**config.mk**
```make
export PLATFORM = sky130hd
export DESIGN_NAME = carry_chain_seq
export DESIGN_NICKNAME = d
export VERILOG_FILES = /design/src/rtl/carry_seq_pkg.sv /design/src/rtl/carry4_slice.sv /design/src/rtl/carry_chain_seq.sv
export SDC_FILE = /design/constraint.sdc
export NUM_CORES = 1
export LEC_CHECK = 0
export CAP_MARGIN = 5
export CORE_UTILIZATION = 25
export DETAILED_ROUTE_END_ITERATION = 16
export MAX_ROUTING_LAYER = met4
export SLEW_MARGIN = 20
export SYNTH_ARGS = -nofsm -noshare
export SYNTH_HDL_FRONTEND = slang
export SYNTH_HIERARCHICAL = 1
export SYNTH_SLANG_ARGS = --single-unit
```
**constraint.sdc**
```tcl
create_clock -name clk -period 5.2 [get_ports clk]
set_clock_uncertainty 0.15 [all_clocks]
set_input_delay 1.04 -clock clk [delete_from_list [all_inputs] [get_ports clk]]
set_output_delay 1.04 -clock clk [all_outputs]
set_load 0.01 [all_outputs]
```
**src/rtl/carry_seq_pkg.sv**
```systemverilog
// Shared definitions for the carry-chain sequencer: slice width, FSM states
// and slice-count helper.
package carry_seq_pkg;

  localparam int unsigned SLICE_W = 4;

  typedef enum logic [1:0] {
    IDLE,
    RUN,
    DONE
  } state_t;

  function automatic int unsigned nslices(input int unsigned width);
    return width / SLICE_W;
  endfunction

endpackage

```
**src/rtl/carry4_slice.sv**
```systemverilog
// Behavioural CARRY4-style slice: 4-bit mux carry chain with XOR sum outputs.
module carry4_slice
  import carry_seq_pkg::*;
(
  input  logic               ci,
  input  logic               cyinit,
  input  logic [SLICE_W-1:0] di,
  input  logic [SLICE_W-1:0] s,
  output logic [SLICE_W-1:0] co,
  output logic [SLICE_W-1:0] o
);

  always_comb begin
    logic w_c;
    co  = '0;
    o   = '0;
    w_c = ci | cyinit;
    for (int unsigned i = 0; i < SLICE_W; i++) begin
      o[i]  = s[i] ^ w_c;
      co[i] = s[i] ? w_c : di[i];
      w_c   = co[i];
    end
  end

endmodule

```
**src/rtl/carry_chain_seq.sv**
```systemverilog
// WIDTH-bit add/subtract sequenced nibble-by-nibble through one carry4_slice.
// Subtraction is built only when CARRY_SEQ_SUB_EN is defined.
module carry_chain_seq
  import carry_seq_pkg::*;
#(
  parameter int unsigned WIDTH = 16
) (
  input  logic             clk,
  input  logic             rst_n,
  input  logic             in_valid,
  output logic             in_ready,
  input  logic [WIDTH-1:0] a,
  input  logic [WIDTH-1:0] b,
  input  logic             cin,
  input  logic             sub,
  output logic             out_valid,
  input  logic             out_ready,
  output logic [WIDTH-1:0] sum,
  output logic             cout,
  output logic             ovf,
  output logic             busy
);

  localparam int unsigned NSL   = nslices(WIDTH);
  localparam int unsigned IDX_W = (NSL > 1) ? $clog2(NSL) : 1;
  localparam logic [IDX_W-1:0] LAST_IDX = IDX_W'(NSL - 1);

  if ((WIDTH < SLICE_W) || ((WIDTH % SLICE_W) != 0)) begin : g_width_check
    $error("carry_chain_seq: WIDTH must be a multiple of 4 and at least 4");
  end

  state_t             r_state, w_next_state;
  logic [WIDTH-1:0]   r_a, r_b, r_sum;
  logic [IDX_W-1:0]   r_idx;
  logic               r_cin, r_carry, r_cout, r_ovf;
  logic [WIDTH-1:0]   w_b_eff;
  logic               w_cin_eff, w_last, w_ci, w_cyinit;
  logic [SLICE_W-1:0] w_di, w_s, w_co, w_o;

`ifdef CARRY_SEQ_SUB_EN
  assign w_b_eff   = sub ? ~b : b;
  assign w_cin_eff = cin ^ sub;
`else
  logic w_unused_sub;
  assign w_unused_sub = sub;
  assign w_b_eff      = b;
  assign w_cin_eff    = cin;
`endif

  assign w_last   = (r_idx == LAST_IDX);
  assign w_di     = r_a[r_idx*SLICE_W +: SLICE_W];
  assign w_s      = w_di ^ r_b[r_idx*SLICE_W +: SLICE_W];
  // Operation carry-in enters only on the first nibble; later nibbles chain
  // the registered carry-out of the previous cycle.
  assign w_cyinit = (r_idx == '0) ? r_cin : 1'b0;
  assign w_ci     = (r_idx != '0) ? r_carry : 1'b0;

  carry4_slice u_slice (
    .ci     (w_ci),
    .cyinit (w_cyinit),
    .di     (w_di),
    .s      (w_s),
    .co     (w_co),
    .o      (w_o)
  );

  always_ff @(posedge clk or negedge rst_n) begin
    if (!rst_n) r_state <= IDLE;
    else        r_state <= w_next_state;
  end

  always_comb begin
    w_next_state = r_state;
    unique case (r_state)
      IDLE:    if (in_valid)  w_next_state = RUN;
      RUN:     if (w_last)    w_next_state = DONE;
      DONE:    if (out_ready) w_next_state = IDLE;
      default: w_next_state = IDLE;
    endcase
  end

  always_ff @(posedge clk or negedge rst_n) begin
    if (!rst_n) begin
      r_a     <= '0;
      r_b     <= '0;
      r_cin   <= 1'b0;
      r_idx   <= '0;
      r_carry <= 1'b0;
      r_sum   <= '0;
      r_cout  <= 1'b0;
      r_ovf   <= 1'b0;
    end else begin
      unique case (r_state)
        IDLE: begin
          if (in_valid) begin
            r_a     <= a;
            r_b     <= w_b_eff;
            r_cin   <= w_cin_eff;
            r_idx   <= '0;
            r_carry <= 1'b0;
            r_sum   <= '0;
            r_cout  <= 1'b0;
            r_ovf   <= 1'b0;
          end
        end
        RUN: begin
          r_sum[r_idx*SLICE_W +: SLICE_W] <= w_o;
          r_carry <= w_co[SLICE_W-1];
          if (w_last) begin
            r_cout <= w_co[SLICE_W-1];
            r_ovf  <= w_co[SLICE_W-1] ^ w_co[SLICE_W-2];
          end else begin
            r_idx <= r_idx + 1'b1;
          end
        end
        default: ;
      endcase
    end
  end

  assign in_ready  = rst_n && (r_state == IDLE);
  assign out_valid = (r_state == DONE);
  assign busy      = (r_state != IDLE);
  assign sum       = r_sum;
  assign cout      = r_cout;
  assign ovf       = r_ovf;

endmodule

```
==> results.md <==
| Stage | Quantity | Reported |
|:---|:---|:---|
| clock network | Maximum clock insertion buffer count | 2 |
| setup path | Worst Setup EP | sum[11]$_DFFE_PN0P_ |
| clock network | Root cell of the clock tree | sky130_fd_sc_hd__clkbuf_8 |
| drt | Final WL | 5407 um |
| clock network | Clock latency on the worst-skew pair | 0.30 ns |
| global routing | Global-route layer with the greatest usage | met2 |
| setup path | Startpoint Class | flip-flop |
| drt | Routed wire length per instance | 14.08 um |
| setup path | Critical Path End Type | flip-flop |
| setup path | Setup CP Type | reg -> reg |
| logic synthesis | Distinct cell type count of the synthesized netlist | 34 |
| logic synthesis | Cell types occupying the most area after synthesis | sky130_fd_sc_hd__dfrtp_1, sky130_fd_sc_hd__mux2_2, sky130_fd_sc_hd__mux4_2, sky130_fd_sc_hd__a22o_1, sky130_fd_sc_hd__ha_1 |
| clock network | # hold bufs at CTS | 0 |
| drt | Total via count in the routed design | 1,667 |
| logic synthesis | Sequential share of the synthesized area | 52.48% |
| clock network | Number of clock sinks seen by CTS | 56 |
| finish | Number of antenna repair diodes | 0 |
| logic synthesis | Post-synth top area cell | sky130_fd_sc_hd__dfrtp_1 |
| global routing | Sum of overflow across all layers after global routing | 0 |
| logic synthesis | Total nets after synthesis | 232 |
| timing | Slew at the pin closest to its max-slew limit | 0.8422 ns |
| floorplanning | Die outline area | 11,100 um2 |
| timing | Hold Violations, Final | 0 |
| drt | Antenna-violating nets left | 0 |
| timing | Maximum frequency from static timing analysis | 300.7 MHz |
| logic synthesis | Mapped Cells | 188 |
| setup path | Critical path's largest stage delay | 0.90 ns |
| global routing | Met1 usage | 14.47% |
| global routing | Wire length of the first global-routing pass | 9149 um |
| status | Run status | complete, no violations |
| floorplanning | Number of top-level pins | 59 |
| floorplanning | Effective utilization at floorplan | 25.86% |
| clock network | Post-CTS Repair Setup Buffers | 0 |
| placed design | Routability congestion estimate | 0.7206 |
| finish | Post-route insts no fill | 384 |
| setup path | Slowest library cell on the worst path | sky130_fd_sc_hd__dfrtp_1 |
| timing | Final count of pins violating max slew | 0 |
| timing | Final period util | 63.95% |
| clock network | TritonCTS clock tree | yes |
| clock network | Number of CTS-inserted buffers | 5 |
| setup path | Number of logic stages on the critical path including buffering | 7 |
| logic synthesis | Average size of a mapped cell | 14.20 um2 |
| drt | Drt first-iter violations | 35 |
| setup path | Crit path cell chain | mux4_1 > xor2_1 > nor2b_1 > mux2_4 > a31oi_2 > xnor2_1 > a32o_1 |
| timing | Setup total negative slack | 0 ns |
| timing | Final setup viols | 0 |
| setup path | CP Buf/Inv Count | 0 |
| min path | Class of the most critical hold timing path | reg -> reg |
| drt | Total DRC errors in the routed layout | 0 |
| floorplanning | Horizontal die dimension | 105.3 um |
| global routing | Vias in the first global route | 1,758 |
| finish | # fillers | 1,049 |
| run | MaxCap Viol Count | 0 |
| floorplanning | Site Rows | 37 |
| setup path | Worst-path maximum fanout | 16 |
| setup path | FF-to-FF setup slack | 1.87 ns |
| setup path | Arrival time worst endpoint | 3.42 ns |
| finish | Share of final-layout standard cells stronger than drive strength 1 | 25.00% |
| finish | Synthesis-to-finish area growth | 29.71% |
| timing | Minimum clock period | 3.326 ns |
| setup path | Top delay family on crit path | multiplexers |
| timing | Relative slew slack | 43.85% |
| setup path | Path depth of the worst reg2reg path | 7 |
| power | Power density normalized to cell area | 711.4 nW/um2 |
| logic synthesis | Mapped cell area | 2670 um2 |
| global routing | Overall track demand over capacity in global routing | 10.99% |
| placed design | I/O Buffers | 57 |
| placed design | Total half-perimeter wirelength after legalization and detailed placement | 3866 um |
| clock network | Number of instances resized during post-cts repair | 0 |
| setup path | Launching point of the worst reg2reg path | r_idx[0]$_DFFE_PN0P_ |
| drt | Via-per-instance ratio | 4.341 |
| logic synthesis | Number of flip-flops and latches in the synthesized netlist | 56 |
| timing | RSZ-0062 raised after global routing | false |
| logic synthesis | Number of warnings printed during yosys synthesis | 6 |
| setup path | Data required, critical path | 5.29 ns |
| power | Peak VDD IR | 0.0003082 V |
| power | Leak pwr | 1.440 nW |
| global routing | Met2 Resource Use GR | 17.53% |
| drt | Drt first pass iters | 4 |
| floorplanning | Core box area | 10,320 um2 |
| logic synthesis | Top-area cell type share of the netlist area | 52.48% |
| setup path | Critical path startpoint | r_idx[0]$_DFFE_PN0P_ |
| placed design | Placed Cells incl. Taps | 376 |
| clock network | Clock-pin slew on the worst setup and hold paths | 0.10 ns |
| setup path | Critical register-to-register path endpoint | sum[11]$_DFFE_PN0P_ |
| global routing | Largest net degree at the start of global routing | 57 |
| finish | Most frequent cells in the layout | sky130_fd_sc_hd__dfrtp_1, sky130_fd_sc_hd__clkdlybuf4s50_1, sky130_fd_sc_hd__mux2_2 |
| global routing | Met3 Use GR | 2.350% |
| finish | # nets final | 291 |
| clock network | Count of H-tree levels built during CTS | 2 |
| floorplanning | Floorplan die height | 105.3 um |
| global routing | Antenna violations before repair | 0 |
-- state kept, by name (all words and copies together), names as in the netlist --
signal and cells:
r_carry 1, r_state 2, sum 16, r_a 16, r_b 16, r_idx 2, ovf 1, cout 1
r_cin 1
-- report_power, final --
group | internal, mW | switching (mW)
clock | 0.108 | 0.138
combinational | 0.688 | 0.732
sequential | 0.633 | 0.165
-- metal layers --
layer  part of all wire [%]  vias up
li1                       -      802
met1                     48      821
met2                     48       44
met3                    4.6        0
met4                      0        0
met5                      0        -
-- layout make-up --
type	instances	area [um2]	share of cell area [%]
inverters	7	26.28	0.7587
clock buffers	6	82.58	2.384
flip-flops and latches	56	1401	40.46
clock inverters	2	15.01	0.4335
repair buffers	59	580.6	16.76
well taps	136	170.2	4.913
multi-input cells	118	1187	34.28
-- cell usage after synthesis, drive strengths merged --
master and instances:
a21o 5, a21oi 3, a22o 16, a31oi 1, a32o 2, and2 1, and2b 1, and4 1
buf 7, dfrtp 56, ha 6, inv 7, mux2 35, mux4 8, nand2 8, nand2b 3
nor2 8, nor2b 2, nor3b 2, nor4 1, nor4b 2, o21ai 2, o2bb2ai 1, or2 1
xnor2 3, xor2 6
-- how the worst min path moves through the flow --
stage / endpoint / from / slack (ns) / cells past startpoint
finish: sum[11]$_DFFE_PN0P_ / sum[11]$_DFFE_PN0P_ / 0.35 / 1
global route: r_cin$_DFFE_PN0P_ / r_cin$_DFFE_PN0P_ / 0.38 / 1
CTS: ovf$_DFFE_PN0P_ / ovf$_DFFE_PN0P_ / 0.36 / 1
detailed placement: ovf$_DFFE_PN0P_ / ovf$_DFFE_PN0P_ / 0.33 / 1
global placement: r_a[9]$_DFFE_PN0P_ / r_a[9]$_DFFE_PN0P_ / 0.33 / 1
floorplan: r_carry$_DFFE_PN0P_ / r_carry$_DFFE_PN0P_ / 0.31 / 2
-- through the flow --
| step | util [%] | worst slack, ns | cell area [um2] | hold WS, ns | power (mW) |
|---|---|---|---|---|---|
| 2_1_floorplan | - | 2.521 | 2670 | 0.3113 | 1.811 |
| 5_1_grt | 33.55 | 1.632 | 3463 | 0.3760 | 2.675 |
| 6_report | 33.55 | 1.874 | 3463 | 0.3533 | 2.464 |
| 3_5_place_dp | 32.60 | 1.820 | 3366 | 0.3340 | 2.265 |
| 3_3_place_gp | 32.60 | 1.832 | 3366 | 0.3335 | 2.246 |
| 4_1_cts | 33.55 | 1.813 | 3463 | 0.3599 | 2.523 |
-- kinds of logic after synthesis --
kind of cell               synth area share [%]
AOI/OAI and AO/OA                         9.325
buffers and inverters                     3.046
and+or+nand+nor                           7.592
DFF                                       52.48
muxes                                     21.79
xor gates and xnor gates                  2.952
adders and majority gates                 2.812
(Power assumes the default switching activity.)
